$ cat src/rtl/fifo_status.sv
// Synchronous FIFO with occupancy status flags and overflow/underflow pulses.
// Occupancy is derived from the read/write pointers and their lap bits.
module fifo_status #(
    parameter int WIDTH    = 8,
    parameter int DEPTH    = 10,
    parameter int AF_LEVEL = DEPTH - 2,
    parameter int AE_LEVEL = 2,
    parameter int FWFT     = 0
) (
    input  logic                       clk,
    input  logic                       rst_n,
    input  logic                       push,
    input  logic                       pop,
    input  logic [WIDTH-1:0]           wr_data,
    output logic [WIDTH-1:0]           rd_data,
    output logic                       full,
    output logic                       empty,
    output logic                       almost_full,
    output logic                       almost_empty,
    output logic [$clog2(DEPTH+1)-1:0] count,
    output logic                       overflow,
    output logic                       underflow
);

    localparam int CW = $clog2(DEPTH + 1);
    localparam int PW = $clog2(DEPTH);

    if (WIDTH < 1) begin : g_bad_width
        $fatal(1, "fifo_status: WIDTH must be >= 1");
    end
    if (DEPTH < 2) begin : g_bad_depth
        $fatal(1, "fifo_status: DEPTH must be >= 2");
    end
    if (AF_LEVEL < 1 || AF_LEVEL > DEPTH) begin : g_bad_af
        $fatal(1, "fifo_status: AF_LEVEL must be in 1..DEPTH");
    end
    if (AE_LEVEL < 0 || AE_LEVEL > DEPTH - 1) begin : g_bad_ae
        $fatal(1, "fifo_status: AE_LEVEL must be in 0..DEPTH-1");
    end
    if (FWFT != 0 && FWFT != 1) begin : g_bad_fwft
        $fatal(1, "fifo_status: FWFT must be 0 or 1");
    end

    logic [WIDTH-1:0] mem_q [DEPTH];
    logic [PW-1:0]    wr_ptr_q, wr_ptr_d, rd_ptr_q, rd_ptr_d;
    logic             wr_lap_q, wr_lap_d, rd_lap_q, rd_lap_d;
    logic             overflow_q, underflow_q;
    logic             push_ok, pop_ok;

    // Lap bits disambiguate full from empty when the pointers coincide.
    always_comb begin
        if (wr_lap_q == rd_lap_q) begin
            count = CW'(wr_ptr_q) - CW'(rd_ptr_q);
        end else begin
            count = CW'(DEPTH) + CW'(wr_ptr_q) - CW'(rd_ptr_q);
        end
    end

    assign full         = (count == CW'(DEPTH));
    assign empty        = (count == '0);
    assign almost_full  = (count >= CW'(AF_LEVEL));
    assign almost_empty = (count <= CW'(AE_LEVEL));

    assign push_ok = push && !full;
    assign pop_ok  = pop && !empty;

    always_comb begin
        wr_ptr_d = wr_ptr_q;
        wr_lap_d = wr_lap_q;
        rd_ptr_d = rd_ptr_q;
        rd_lap_d = rd_lap_q;
        if (push_ok) begin
            if (wr_ptr_q == PW'(DEPTH - 1)) begin
                wr_ptr_d = '0;
                wr_lap_d = ~wr_lap_q;
            end else begin
                wr_ptr_d = wr_ptr_q + 1'b1;
            end
        end
        if (pop_ok) begin
            if (rd_ptr_q == PW'(DEPTH - 1)) begin
                rd_ptr_d = '0;
                rd_lap_d = ~rd_lap_q;
            end else begin
                rd_ptr_d = rd_ptr_q + 1'b1;
            end
        end
    end

    always_ff @(posedge clk or negedge rst_n) begin
        if (!rst_n) begin
            wr_ptr_q    <= '0;
            rd_ptr_q    <= '0;
            wr_lap_q    <= 1'b0;
            rd_lap_q    <= 1'b0;
            overflow_q  <= 1'b0;
            underflow_q <= 1'b0;
        end else begin
            wr_ptr_q    <= wr_ptr_d;
            rd_ptr_q    <= rd_ptr_d;
            wr_lap_q    <= wr_lap_d;
            rd_lap_q    <= rd_lap_d;
            overflow_q  <= push && full;
            underflow_q <= pop && empty;
        end
    end

    // Storage is deliberately not reset.
    always_ff @(posedge clk) begin
        if (push_ok) begin
            mem_q[wr_ptr_q] <= wr_data;
        end
    end

    assign overflow  = overflow_q;
    assign underflow = underflow_q;

    if (FWFT != 0) begin : g_fwft
        assign rd_data = mem_q[rd_ptr_q];
    end else begin : g_reg_rd
        logic [WIDTH-1:0] rd_data_q;
        always_ff @(posedge clk or negedge rst_n) begin
            if (!rst_n) begin
                rd_data_q <= '0;
            end else if (pop_ok) begin
                rd_data_q <= mem_q[rd_ptr_q];
            end
        end
        assign rd_data = rd_data_q;
    end

endmodule

$ cat config.mk
export PLATFORM = sky130hd
export DESIGN_NAME = fifo_status
export DESIGN_NICKNAME = d
export VERILOG_FILES = /design/src/rtl/fifo_status.sv
export SDC_FILE = /design/constraint.sdc
export NUM_CORES = 1
export LEC_CHECK = 0
export CAP_MARGIN = 20
export CORE_MARGIN = 5
export CORE_UTILIZATION = 37
export CTS_CLUSTER_SIZE = 30
export DETAILED_ROUTE_END_ITERATION = 8
export PLACE_DENSITY = 0.6
export REMOVE_ABC_BUFFERS = 1
export SETUP_SLACK_MARGIN = 0.4
export SYNTH_ARGS = -nofsm -noshare
export SYNTH_HDL_FRONTEND = slang
export SYNTH_SLANG_ARGS = --single-unit
export TNS_END_PERCENT = 50
$ cat constraint.sdc
create_clock -name clk -period 10.9 [get_ports clk]
set_input_delay 2.18 -clock clk [delete_from_list [all_inputs] [get_ports clk]]
set_output_delay 2.18 -clock clk [all_outputs]
set_load 0.1 [all_outputs]
==> results.md, run 1 <==
- Type of the worst setup path: reg2out
- Final setup violation count: 0
- Slew Limit Fails: 0
- Share of cells above drive strength 1: a little under a fifth
- WHS: between 500 and 600 ps
- RR Endpoint: mem_q[9][5]$_DFFE_PP_
- Post-cts repair resize count: 0
- Ant diodes: 0
- # rows: 39
- Fin util: between 40 and 50%
- Data required, critical path: between 8000 and 9000 ps
- Remaining antenna violation count: 0
- Via density per instance: roughly 5
- Netlist cell types: about 40
- Hold Crit Start: rd_data[0]$_DFFE_PN0P_
- Post-layout minimum cycle time: roughly 6600 ps
- Hold endpoint: rd_data[0]$_DFFE_PN0P_
- Reg2reg start: rd_ptr_q[1]$_DFFE_PN0P_
- DRT iter0 DRCs: ~150
- Reg2reg setup slack: between 6000 and 7000 ps
- Die H: around 120 µm
- Clock buffer depth: 2
- Most frequent cells in the layout: 80 x edfxtp_1, 29 x clkdlybuf4s50_1, 20 x dfrtp_1
- Synth-to-Final Area Change: 18.84%
- Outcome: finished clean
- Worst setup EP type: output pin
- Dpl hpwl: between 5000 and 6000 µm
- # IOs: 30
- Ys Warns: 0
- # clock sinks: 100
- WP data arrival: between 4000 and 5000 ps
- Die area: between 10,000 and 15,000 µm²
- TritonRoute pass-1 iters: 4
- HP Class: reg2reg
- DRC: 0
- Clock Tree Root: clkbuf_16
- Startpoint Class: flop
- CP Max Fanout: 22
- Setup slack after layout: around 4300 ps
- WL per Instance: 17.38 µm
- RSZ-0062 raised after global routing: no
- Yosys top cell by area: edfxtp_1
- Max frequency: around 0.15 GHz
- Clk pin slew, worst setup/hold paths: roughly 70 ps
- Tightest Pin Transition: ~980 ps
- TritonCTS clock tree: done
- Clk_skew: roughly 9.4 ps
- Synthesized area: 4303 µm²
- Number of global-route vias before repair: ~2.3k
- Worst r2r path cells: 10
- Antenna violations before repair: 0
- Cells after Synth: 264
- H-tree lvl count: 3
- NumNets Final: 320
- Setup TNS Final: 0 ps
- TritonCTS Buffers: 9
- Post-synthesis sequential area ratio: around two thirds
- Tot GR Track Use: approximately an eighth
- # hold bufs at CTS: 0
- Post-synth top area share: 55.83%
- Hold Path Stages: 1
- Flop and latch count out of synthesis: 100
- Grt total ovfl: 0
- Slew HR: 34.52%
- Routed vias: 2,268
- Synth top area cells: edfxtp_1 56%, dfrtp_1 12%, mux4_2 8.4%, mux2i_1 2.1%, mux2_2 2.1%
- Worst-skew pair later-pin latency: 340 ps
- First-pass GRT wire length: 12,610 µm
- Syn_area_per_cell: 16.30 µm²
- Routability cong.: 0.7674
- Largest net degree at the start of global routing: 28
- Chip width: about 120 µm
- Final period utilization: between 60 and 70%
- Final hold violation count: 0
- Core Footprint: between 10,000 and 15,000 µm²
- Max cap viols: 0
- Post-place setup slack: roughly 4600 ps
- Post-CTS Setup Inserts: 0
- Most common cell after layout, fill and taps aside: edfxtp_1
- WL final: just under 8000 µm
- Port buffer count: 29
- Starting Density: 37.68%
## stage by stage
step,instance area [µm²],std cells
after global placement,4775,431
after detailed placement,4780,432
final,5114,449
after global routing,5114,449
after CTS,5099,448
after floorplan,4245,251
## routing by layer
layer,GRT usage [%],part of all wire (%),up-vias
met3,1.778,1.9,12
met2,18.28,48,30
met1,16.05,49,1143
met5,0,0,-
met4,5.376,1.8,0
li1,-,-,1083
## Yosys cell counts (all sizes together)
cell type  instances
xnor2              8
buf                5
a31oi              2
a21boi             1
nand3              7
nand2              7
xor2               6
dfrtp             20
mux2               8
nor4               5
a41o               1
edfxtp            80
nor2b              2
or4                1
nand2b             3
nor3               4
o21a               1
or2                2
mux4              16
o311a              1
fa                 2
clkbuf             8
and3               1
ha                 5
mux2i              9
inv               13
nor2               6
a21oi             11
a211oi             9
and2              10
o2bb2ai            1
o21ai              6
a211o              3
## logic make-up (layout without fill, tap and decap cells)
logic type               Yosys count  after routing  synth area share, %
AND/OR/NAND/NOR                   48             48                6.136
multiplexers                      33             33                12.56
AO/OA/AOI/OAI                     36             36                5.961
flip-flops                       100            100                67.46
XOR/XNOR                          14             14                3.024
adder cells (fa/ha/maj)            7              7                2.384
buffers and inverters             26             68                2.472
## sequential cells by signal (all words and copies together), names as in the netlist
register and cells:
mem_q 80, rd_data 8, rd_ptr_q 4, wr_ptr_q 4
overflow 1, rd_lap_q 1, underflow 1, wr_lap_q 1
## worst max path at each step
stage	from	to
global route	rd_ptr_q[1]$_DFFE_PN0P_	almost_empty
finish	rd_ptr_q[1]$_DFFE_PN0P_	full
CTS	rd_ptr_q[1]$_DFFE_PN0P_	full
global placement	rd_ptr_q[1]$_DFFE_PN0P_	full
floorplan	rd_ptr_q[0]$_DFFE_PN0P_	almost_empty
detailed placement	rd_ptr_q[1]$_DFFE_PN0P_	full
## area by class of cell
cell class                      count  area, µm²
Inverter                           13      48.80
Clock buffer                        9      225.2
Clock inverter                      7      93.84
Tap cell                          143      178.9
Sequential cell                   100       2903
Fill cell                        1020       6305
Timing Repair Buffer               39      370.4
Multi-Input combinational cell    138       1294
## critical path: stages, from the launching register on
cell and delay, ps:
dfrtp_1 960, ha_1 390, inv_1 60, ha_1 130
inv_1 40, fa_1 380, xnor2_1 150, and2_2 210
a21oi_1 240, xnor2_1 200, and3_1 210, clkdlybuf4s50_1 1130
Power of run 1 is left out: the tool's default activity adds up to more than one toggle a clock period on the data nets, which glitch-free logic cannot reach.
==> inputs of run 2 (changes only) <==
- PLACE_DENSITY: 0.6 -> 0.62
- clock period: 10.9 -> 5.61 ns (I/O delays scaled with it)
==> results.md, run 2 (same netlist as run 1, synthesis figures left out) <==
- Die area: 13,890 µm²
- Outcome: finished clean
- Final non-filler cell total: 450
- Tot GR Track Use: 11.72%
- Final setup violation count: 0
- Post-CTS Setup Inserts: 0
- Reg2reg start: rd_ptr_q[2]$_DFFE_PN0P_
- Tightest Pin Transition: slightly below 1000 ps
- DP Cell Count: about 430
- Slew Limit Fails: 0
- Port buffer count: 29
- WL per Instance: ~17 µm
- Die H: 117.8 µm
- Most frequent cells in the layout: 80 x edfxtp_1, 22 x clkdlybuf4s50_1, 20 x dfrtp_1
- Number of global-route vias before repair: 2,284
- Core Footprint: about 11,000 µm²
- TritonRoute pass-1 iters: 4
- # rows: 39
- RSZ-0062 raised after global routing: no
- Final hold violation count: 0
- Most flop-heavy register: mem_q
- Synth-to-Final Area Change: 18.26%
- Crit. Startpoint: rd_ptr_q[2]$_DFFE_PN0P_
- Largest register FFs: 80
- Max frequency: about 0.22 GHz
- Chip width: about 120 µm
- Data required, critical path: approximately 4500 ps
- Worst-skew pair later-pin latency: 340 ps
- FF/Latch Area: just under 3000 µm²
- Fill cell count: 1,033
- Area of the multi-input gates: between 1000 and 1500 µm²
- Worst setup EP type: output pin
- # hold bufs at CTS: 0
- Antenna violations before repair: 0
- Slew HR: 35.08%
- Final period utilization: about 79%
- Clk_skew: around 6.6 ps
- TritonCTS clock tree: done
- # clock sinks: 100
- Post-layout minimum cycle time: around 4500 ps
- Hold Crit Start: rd_data[2]$_DFFE_PN0P_
- Share of cells above drive strength 1: roughly a fifth
- H-tree lvl count: 3
- # IOs: 30
- Type of the worst setup path: reg2out
- First-pass GRT wire length: 12,670 µm
- Startpoint Class: flop
- DRC: 0
- Clock Tree Root: clkbuf_16
- Routability cong.: slightly below 0.8
- NumNets Final: 321
- HP Class: reg2reg
- Ant diodes: 0
- Starting Density: 37.68%
- Routed vias: roughly 2.3k
- WL final: between 7000 and 8000 µm
- Grt total ovfl: 0
- Largest net degree at the start of global routing: 28
- Most common cell after layout, fill and taps aside: edfxtp_1
- Remaining antenna violation count: 0
- Post-cts repair resize count: 0
- Clk pin slew, worst setup/hold paths: around 70 ps
- WP data arrival: between 3000 and 4000 ps
- Dpl hpwl: about 5400 µm
- Clock buffer depth: 2
- DRT iter0 DRCs: 150
- Max cap viols: 0
- CP Max Fanout: 11
- Via density per instance: between 5 and 6
- TritonCTS Buffers: 9
[run 2: cell count changes in the layout (fill, tap and decap cells not counted)]
cell	delta
buf_4	+9
clkdlybuf4s50_1	-7
clkinv_8	-4
inv_8	+2
buf_16	+1
buf_2	-1
buf_8	-1
clkinv_2	+1
clkinv_4	-1
clkinvlp_4	+1
inv_6	+1
[run 2: final timing paths]
kind / endpoint / slack (ps) / cells past startpoint
setup / recovery: almost_empty / 1150 / 10
min in group asynchronous: wr_ptr_q[2]$_DFFE_PN0P_ / 1050 / 1
max in group asynchronous: rd_ptr_q[2]$_DFFE_PN0P_ / 4170 / 2
setup reg to reg: mem_q[9][7]$_DFFE_PP_ / 1880 / 9
hold / removal: rd_data[2]$_DFFE_PN0P_ / 510 / 1
hold reg to reg: rd_data[2]$_DFFE_PN0P_ / 510 / 1
[run 2: layout make-up]
type                    instances  share of cell area, %
flip-flops and latches        100                  57.04
well taps                     143                  3.516
clock inverters                 7                  1.254
inverters                      13                 0.9589
clock buffers                   9                  4.426
multi-input cells             138                  25.42
repair buffers                 40                  7.376
[run 2: metal layers]
layer	global-route usage, %	vias to the layer above	wire (µm)
met5	0	-	0
met4	3.943	0	105
met3	2.643	9	278
met2	17.79	45	3735
met1	16.70	1125	3633
li1	-	1087	-
[run 2: worst max-delay path, stage by stage, from the launching register on]
cell	delay, ps
dfrtp_1	550
inv_1	230
ha_1	390
inv_1	80
fa_1	430
xnor2_1	150
and2_2	220
a21oi_1	230
xnor2_1	150
a211oi_1	250
buf_4	330
[run 2: stage by stage]
step                setup WS, ps  hold WS (ps)  TNS, ps  cell area (µm²)  utilization (%)
global route               869.6         527.6        0             5089            44.57
CTS                         1128         510.8        0             5061            44.32
floorplan                  -1525         492.8    -2025             4245                -
global placement            1636         488.8        0             4772            41.79
finish                      1151         506.0        0             5089            44.57
detailed placement          1497         495.2        0             4772            41.79
Power of run 2 is left out for the same reason.
